$ cat src/rtl/instr_fetch_pkg.sv
// Shared core definitions: fetch FSM states, fetch constants, ALU ops and opcodes.
// Latency: n/a (types and constants only).
// Backpressure: n/a.
package instr_fetch_pkg;

  typedef enum logic [1:0] {
    S_FETCH = 2'd0,
    S_ISSUE = 2'd1,
    S_HALT  = 2'd2
  } fetch_state_t;

  localparam logic [31:0] DEFAULT_RESET_PC  = 32'h0000_0000;
  localparam logic [31:0] DEFAULT_NOP_INSTR = 32'h0000_0013;  // addi x0,x0,0
  localparam logic [31:0] PC_INC            = 32'd4;

  typedef enum logic [3:0] {
    ALU_ADD  = 4'd0,
    ALU_SUB  = 4'd1,
    ALU_SLL  = 4'd2,
    ALU_SLT  = 4'd3,
    ALU_SLTU = 4'd4,
    ALU_XOR  = 4'd5,
    ALU_SRL  = 4'd6,
    ALU_SRA  = 4'd7,
    ALU_OR   = 4'd8,
    ALU_AND  = 4'd9
  } alu_op_t;

  localparam logic [6:0] OPC_LUI    = 7'b0110111;
  localparam logic [6:0] OPC_AUIPC  = 7'b0010111;
  localparam logic [6:0] OPC_JAL    = 7'b1101111;
  localparam logic [6:0] OPC_JALR   = 7'b1100111;
  localparam logic [6:0] OPC_BRANCH = 7'b1100011;
  localparam logic [6:0] OPC_LOAD   = 7'b0000011;
  localparam logic [6:0] OPC_STORE  = 7'b0100011;
  localparam logic [6:0] OPC_OP_IMM = 7'b0010011;
  localparam logic [6:0] OPC_OP     = 7'b0110011;

  // Instruction addresses must be word aligned.
  function automatic logic is_word_aligned(input logic [31:0] addr);
    return (addr[1:0] == 2'b00);
  endfunction

endpackage

$ cat src/rtl/instr_fetch_if.sv
// Instruction memory request/response bus between fetch (master) and memory (slave).
// Latency: memory answers with ack at any cycle after req; req/addr hold until ack.
// Backpressure: memory stalls the fetch simply by withholding ack.
interface instr_fetch_if;
  logic        req;
  logic [31:0] addr;
  logic        ack;
  logic [31:0] rdata;

  modport master (output req, output addr, input ack, input rdata);
  modport slave  (input req, input addr, output ack, output rdata);
endinterface

$ cat src/rtl/instr_fetch_pc_next.sv
// Next-PC selection: hold on stall, redirect on branch, otherwise pc+4; flags misaligned redirects.
// Latency: purely combinational.
// Backpressure: stall forces next_pc to the current pc.
module pc_next
  import instr_fetch_pkg::*;
(
  input  logic [31:0] pc,
  input  logic        stall,
  input  logic        branch_enable,
  input  logic [31:0] branch_target,
  output logic [31:0] next_pc,
  output logic        misaligned
);

  // Stall wins over redirect; a misaligned redirect keeps the pc so the halt reports where it stopped.
  always_comb begin
    misaligned = !stall && branch_enable && !is_word_aligned(branch_target);
    next_pc    = pc + PC_INC;
    if (stall) begin
      next_pc = pc;
    end else if (branch_enable) begin
      next_pc = misaligned ? pc : branch_target;
    end
  end

endmodule

$ cat src/rtl/instr_fetch.sv
// Instruction fetch stage: FETCH -> ISSUE -> FETCH loop with stall, redirect and halt handling.
// Latency: ack in cycle n gives instr_valid in cycle n+1; next request the cycle after issue completes.
// Backpressure: imem withholds ack to extend FETCH; stall holds the instruction in ISSUE.
module instr_fetch
  import instr_fetch_pkg::*;
#(
  parameter logic [31:0] RESET_PC  = DEFAULT_RESET_PC,
  parameter logic [31:0] NOP_INSTR = DEFAULT_NOP_INSTR
) (
  input  logic               clk,
  input  logic               rst,
  instr_fetch_if.master      imem,
  input  logic               stall,
  input  logic               branch_enable,
  input  logic [31:0]        branch_target,
  input  logic               ill_instr,
  output logic [31:0]        instruction,
  output logic [31:0]        pc,
  output logic               instr_valid,
  output logic               halted,
  output logic               fetch_fault
);

  fetch_state_t state;
  logic         req_q;
  logic [31:0]  pc_nxt;
  logic         target_misaligned;

  pc_next u_pc_next (
    .pc            (pc),
    .stall         (stall),
    .branch_enable (branch_enable),
    .branch_target (branch_target),
    .next_pc       (pc_nxt),
    .misaligned    (target_misaligned)
  );

  // The request is masked by rst so memory never sees a fetch while reset is held.
  assign imem.req  = req_q && !rst;
  assign imem.addr = pc;

  // Fetch FSM with registered outputs; decode-side inputs only matter in ISSUE.
  always_ff @(posedge clk) begin
    if (rst) begin
      state       <= S_FETCH;
      pc          <= RESET_PC;
      instruction <= NOP_INSTR;
      instr_valid <= 1'b0;
      halted      <= 1'b0;
      fetch_fault <= 1'b0;
      req_q       <= 1'b1;
    end else begin
      case (state)
        S_FETCH: begin
          if (imem.ack) begin
            instruction <= imem.rdata;
            instr_valid <= 1'b1;
            req_q       <= 1'b0;
            state       <= S_ISSUE;
          end
        end
        S_ISSUE: begin
          if (ill_instr) begin
            instruction <= NOP_INSTR;
            instr_valid <= 1'b0;
            halted      <= 1'b1;
            state       <= S_HALT;
          end else if (stall) begin
            state <= S_ISSUE;
          end else if (target_misaligned) begin
            instruction <= NOP_INSTR;
            instr_valid <= 1'b0;
            halted      <= 1'b1;
            fetch_fault <= 1'b1;
            state       <= S_HALT;
          end else begin
            pc          <= pc_nxt;
            instruction <= NOP_INSTR;
            instr_valid <= 1'b0;
            req_q       <= 1'b1;
            state       <= S_FETCH;
          end
        end
        S_HALT: begin
          state <= S_HALT;
        end
        default: begin
          state       <= S_HALT;
          instruction <= NOP_INSTR;
          instr_valid <= 1'b0;
          req_q       <= 1'b0;
          halted      <= 1'b1;
        end
      endcase
    end
  end

endmodule

$ cat src/flat_wrapper.sv
// flat-port wrapper written by rule: the top's interface ports become plain ports
module instr_fetch_flat import instr_fetch_pkg::*;
#(
  parameter logic [31:0] RESET_PC  = DEFAULT_RESET_PC,
  parameter logic [31:0] NOP_INSTR = DEFAULT_NOP_INSTR
)
  (clk, rst, stall, branch_enable, branch_target, ill_instr, instruction, pc, instr_valid, halted, fetch_fault, imem_req, imem_addr, imem_ack, imem_rdata);
  instr_fetch_if imem_i ();
  input  logic clk;
  input  logic rst;
  input  logic stall;
  input  logic branch_enable;
  input  logic [31:0] branch_target;
  input  logic ill_instr;
  output logic [31:0] instruction;
  output logic [31:0] pc;
  output logic instr_valid;
  output logic halted;
  output logic fetch_fault;
  output wire logic [$bits(imem_i.req)-1:0] imem_req;
  output wire logic [$bits(imem_i.addr)-1:0] imem_addr;
  input wire logic [$bits(imem_i.ack)-1:0] imem_ack;
  input wire logic [$bits(imem_i.rdata)-1:0] imem_rdata;
  assign imem_req = imem_i.req;
  assign imem_addr = imem_i.addr;
  assign imem_i.ack = imem_ack;
  assign imem_i.rdata = imem_rdata;
  instr_fetch #(.RESET_PC(RESET_PC), .NOP_INSTR(NOP_INSTR)) u_core (.clk(clk), .rst(rst), .imem(imem_i), .stall(stall), .branch_enable(branch_enable), .branch_target(branch_target), .ill_instr(ill_instr), .instruction(instruction), .pc(pc), .instr_valid(instr_valid), .halted(halted), .fetch_fault(fetch_fault));
endmodule
$ cat config.mk
export PLATFORM = sky130hd
export DESIGN_NAME = instr_fetch_flat
export DESIGN_NICKNAME = d
export VERILOG_FILES = /design/src/rtl/instr_fetch_pkg.sv /design/src/rtl/instr_fetch_if.sv /design/src/rtl/instr_fetch_pc_next.sv /design/src/rtl/instr_fetch.sv /design/src/flat_wrapper.sv
export SDC_FILE = /design/constraint.sdc
export NUM_CORES = 1
export LEC_CHECK = 0
export ABC_AREA = 0
export CAP_MARGIN = 20
export CORE_MARGIN = 3
export CORE_UTILIZATION = 41
export CTS_CLUSTER_SIZE = 16
export DETAILED_ROUTE_END_ITERATION = 6
export GPL_ROUTABILITY_DRIVEN = 0
export GPL_TIMING_DRIVEN = 0
export PLACE_DENSITY = 0.89
export SLEW_MARGIN = 20
export SYNTH_ARGS = -nofsm -noshare
export SYNTH_HDL_FRONTEND = slang
export SYNTH_SLANG_ARGS = --single-unit
$ cat constraint.sdc
create_clock -name clk -period 2.8 [get_ports clk]
set_clock_uncertainty 0.05 [all_clocks]
set_input_delay 0.56 -clock clk [delete_from_list [all_inputs] [get_ports clk]]
set_output_delay 0.56 -clock clk [all_outputs]
set_load 0.02 [all_outputs]
Word-level counts from Yosys, hierarchy flattened
Index checks and enable logic that the tools add are counted.
{"block": "totals", "register_bits": 70, "latchBits": 0, "ramBits": 0, "mem_bits_ro": 0, "input_bits": 70, "output_inout_bits": 100, "memories": 0}
{"block": "classes", "add_sub_neg": 1, "n_mul": 0, "div": 0, "n_lt_le_gt_ge": 0, "n_eq_ne": 8, "shift": 0, "n_mux": 23, "bitwise": 5, "n_reduce_logical": 14}
{"op": "two-way mux 32 bit", "count": 4}
{"op": "one-hot mux 32 bit (3 select lines)", "count": 1}
{"op": "adder 32 x 3 -> 32 bit, second input constant", "count": 1}
{"op": "two-way mux 1 bit", "count": 10}
{"op": "two-way mux 2 bit", "count": 4}
{"op": "inequality test 2 bit, second input constant", "count": 4}
{"op": "AND reduction 4 bit", "count": 2}
{"op": "one-hot mux 1 bit (3 select lines)", "count": 2}
{"op": "AND reduction 3 bit", "count": 2}
{"op": "inverter 1 bit", "count": 5}
{"op": "AND reduction 5 bit", "count": 1}
{"op": "zero test 2 bit", "count": 2}
{"op": "one-hot mux 2 bit (2 select lines)", "count": 1}
{"op": "logical AND 1 bit", "count": 3}
{"op": "zero test 1 bit", "count": 3}
{"op": "inequality test 3 x 2 -> 1 bit, second input constant", "count": 1}
{"op": "inequality test 3 bit, second input constant", "count": 1}
{"op": "== test 2 x 1 -> 1 bit, second input constant", "count": 1}
{"op": "== test 2 bit, second input constant", "count": 1}
{"op": "one-hot mux 1 bit (2 select lines)", "count": 1}
{"op": "OR reduction 2 bit", "count": 1}

Longest topological paths before layout
{"block": "depth", "ltp_word": 7, "mapped_depth": 7, "depth_no_buf": 6}

Cells and area by module
Synthesis repeated with hierarchy kept, for this count alone.
{"block": "hier_totals", "cells_unflattened": 519, "area_unflattened_um2": 4385.5}
{"module": "instr_fetch", "instances": 1, "cells_per_inst": 282, "area_each_um2": 2926.6, "seq_area_each_um2": 1401.3}
{"module": "pc_next", "instances": 1, "cells_per_inst": 237, "area_each_um2": 1458.9, "seq_area_each_um2": 0.0}

Worst setup path before layout
Ideal clock, no wire load.
{"block": "synth_path", "kind": "flip-flop to flip-flop", "startpoint": "register u_core.pc[2], in the netlist u_core.imem.addr[2]", "endpoint": "register u_core.pc[28], in the netlist u_core.imem.addr[28]", "arrival_time_ps": 2134, "required_ps": 2676, "path_slack_ps": 542, "stages_incl_launch_ff": 8, "cell_sequence": "dfxtp_1 ha_1 clkbuf_1 nand4_1 nor4_4 nand4_2 or4_1 a31oi_1"}
{"block": "synth_via", "elab_chain_len": 2}
{"item": "start, declared", "line_no": "instr_fetch.sv:18", "rtl": "output logic [31:0] pc,"}
{"item": "start signal, assigned", "line_no": "instr_fetch.sv:77", "rtl": "pc <= pc_nxt;"}
{"item": "adder 32 x 3 -> 32 bit", "line_no": "instr_fetch_pc_next.sv:18", "rtl": "next_pc = pc + PC_INC;"}
{"item": "two-way mux 32 bit", "line_no": "instr_fetch_pc_next.sv:21", "rtl": "end else if (branch_enable) begin"}
No other way between the ends.
A chain may end at the register's enable or synchronous reset.

Final worst setup path
Ends and elaborated chain as after synthesis.

==> flow_metrics.py <==
metrics = {
    "run_status": {
        "status": "complete, but fails checks",
        "violations": "DRC",
    },
    "final_layout": {
        "fin_area_um2": 5630,
        "synthToLayoutAreaGrowth_pct": 57.1,
        "multi_input_area_um2": 1800,
        "num-nets-final": 693,
        "n_antenna_cell": 0,
        "nFillCells": 676,
        "final_util_pct": 67.5,
        "final-seq-area_um2": 1400,
        "drive_gt1_share_pct": 10.5,
    },
    "critical_path": {
        "crit_arrival_ps": 2790,
        "worst_setup_path_start_kind": "register",
        "r2r-start": "u_core.imem.addr[2]",
        "cp-startpoint": "u_core.imem.addr[2]",
        "cp-end-kind": "register",
        "worstPathRequired_ps": 3020,
        "path_class": "reg -> reg",
        "critical_path_peak_fanout": 9,
    },
    "clocking": {
        "cts_hold_buf": 0,
        "cts-root-buf": "clkbuf_8",
        "postCtsSetupRepairBufs": 0,
        "clkTransAtPathRegs_ps": 80,
        "htreeDepth": 3,
        "cts_buffer_depth": 2,
        "clk_latency_ps": 350,
        "cts_resized": 0,
        "cts_tree": "done",
        "cts_sinks": 70,
        "numCtsBuffers": 9,
    },
    "floorplanning": {
        "die_h_um": 99.5,
        "die_x_um": 99.5,
        "start_util_pct": 43.0,
        "coreArea_um2": 8340,
        "boundaryPins": 170,
        "design.die.area_um2": 9900,
        "core.rowCount": 33,
    },
    "global_routing": {
        "antenna_found_initial": 0,
        "grt_max_degree": 13,
        "grt_pass1_vias": 4110,
        "grtUsageTotal_pct": 24.8,
        "grt_first_pass_wirelength_um": 19900,
        "grt_overflow": 0,
    },
    "power_and_ir_drop": {
        "total_power_uw": 2510,
        "leakagePower_uw": 0.00206,
        "power_density_nw_per_um2": 445,
        "vdd_drop_max_v": 0.000269,
    },
    "drt": {
        "drt_iter0_markers": 286,
        "drcViolationCount": 1,
        "viasPerCell": 5.75,
        "finalWirelength_um": 12700,
        "ant_nets": 0,
        "vias": 4201,
        "wl_per_cell_um": 17.4,
        "drt_pass1_iterations": 7,
    },
    "yosys": {
        "yosys_warnings": 0,
        "syn-cell-area_um2": 3590,
        "syn_avg_cell_area_um2": 8.08,
        "yosys.area.top_type_share_pct": 39.1,
        "synthDistinctLibCells": 53,
        "ys_seq_area_share_pct": 39.1,
        "syn_inst": 444,
        "ys_ff_latch": 70,
        "synth_area_leaders": "dfxtp_1 39%, a22oi_1 7.3%, buf_4 6.7%",
        "yosys.area.top_type": "dfxtp_1",
        "syn_nets": 515,
    },
    "timing": {
        "finalCritPeriodShare_pct": 91.7,
        "grt_setup_unrepaired": "no",
        "fin_crit_ps": 2570,
        "hold_violations": 0,
        "setup_viol": 0,
        "finalWorstSetupSlack_ps": 233,
        "fmax_mhz": 390,
        "slew_headroom_pct": 41.7,
        "drv_slew": 0,
        "tightestPinTransition_ps": 867,
    },
    "hold_path": {
        "min_from": "u_core.instruction[1]",
        "holdCritPathClass": "reg -> reg",
    },
    "placed_design": {
        "pre_cts_ws_ps": -78.9,
        "io_buffers": 167,
        "dp_hpwl_um": 9370,
        "dpl_cell_area_um2": 5390,
    },
    "flow_run": {
        "cap_violations": 0,
    },
}
==> cell usage after synthesis (all sizes together) <==
library cell,number
nor4b,2
mux2i,7
a21o,2
nand2,30
a211oi,6
or4,3
a32o,2
a32oi,6
nor2b,2
nand3,14
nand4,14
inv,5
a21oi,31
or3b,1
nor2,65
a41oi,1
clkbuf,22
nand4b,1
o211ai,1
a31oi,7
nor4bb,1
or2,3
ha,1
o211a,1
o31a,1
a311oi,1
nor3,12
o21bai,1
a22o,1
and3,3
nand2b,6
nor4,6
a2111oi,2
buf,41
and4,1
dfxtp,70
o22ai,10
and2,6
or4b,1
nand3b,1
o31ai,2
a22oi,35
a31o,1
o21ai,15
==> path summary, 6_finish.rpt <==
| check | depth (start not counted) | slack (ps) | to |
|---|---|---|---|
| max | 7 | 230 | u_core.imem.addr[28] |
| min reg2reg | 2 | 430 | u_core.instruction[1] |
| min | 2 | 430 | u_core.instruction[1] |
| max reg2reg | 7 | 230 | u_core.imem.addr[28] |
==> cell families (layout without fill, tap and decap cells) <==
group                    Yosys count  in the layout  synth area share [%]
AO/OA/AOI/OAI                    126            126                  23.2
buffers and inverters             68            250                  10.7
multiplexers                       7              7                  1.95
flip-flops                        70             70                  39.1
adder cells (fa/ha/maj)            1              1                 0.349
AND/OR/NAND/NOR                  172            172                  24.6
==> stage by stage <==
stage	cells	hold WS, ps	setup TNS [ps]
2_1_floorplan	444	505	0
4_1_cts	731	436	0
3_5_place_dp	716	416	-534
6_report	731	432	0
3_3_place_gp	716	403	-31.5
5_1_grt	731	458	0
==> final cells by class <==
| class | count | area share [%] |
|---|---|---|
| clock inverter | 5 | 1.89 |
| clock buffer | 10 | 2.44 |
| tap | 105 | 2.33 |
| sequential | 70 | 24.9 |
| inverter | 5 | 0.333 |
| timing repair buffer | 167 | 29.7 |
| buffer | 63 | 6.51 |
| multi-input combinational | 306 | 31.9 |
==> registers in the layout, indices dropped and copies added, names as in the netlist <==
signal,flops
u_core.instruction,32
u_core.req_q,1
u_core.imem.addr,32
u_core.instr_valid,1
u_core.state,2
u_core.fetch_fault,1
u_core.halted,1
==> worst max-delay path, cell delays in order (launching register included) <==
cell and delay (ps):
dfxtp_1 480, ha_1 190, clkbuf_1 290, nand4_1 210
nor4_4 490, nand4_2 190, or4_1 430, a31oi_1 170
==> where the power goes <==
group	switching (uW)	total (uW)	internal, uW	leakage [uW]
Combinational	211	428	216	0.00137
Clock	401	1020	615	0.000119
Sequential	27.6	1060	1030	0.000570
==> layout by cell type (no fill, tap or decap), types with 5 or more instances in the layout <==
cell             count
a211oi_1             6
nor3_1              12
nor4_1               5
clkbuf_1            22
nor2_1              63
buf_2                8
nand3_1             14
a31oi_1              7
o22ai_1             10
inv_1                5
clkbuf_8            10
a21oi_1             31
buf_4               32
dfxtp_1             70
and2_1               5
nand2_1             30
a22oi_1             35
nand4_1             12
nand2b_1             6
o21ai_0             14
clkdlybuf4s50_1    167
a32oi_1              6
mux2i_1              7
==> metal layers <==
metal / share of wire [%] / wire (um) / track usage (%) / up-vias
li1: - / - / - / 1953
met1: 36 / 4630 / 28.6 / 1928
met2: 48 / 6120 / 42.3 / 289
met3: 13 / 1690 / 7.85 / 31
met4: 2.2 / 283 / 10.4 / 0
met5: 0 / 0 / 0 / -
(Power assumes the default switching activity.)
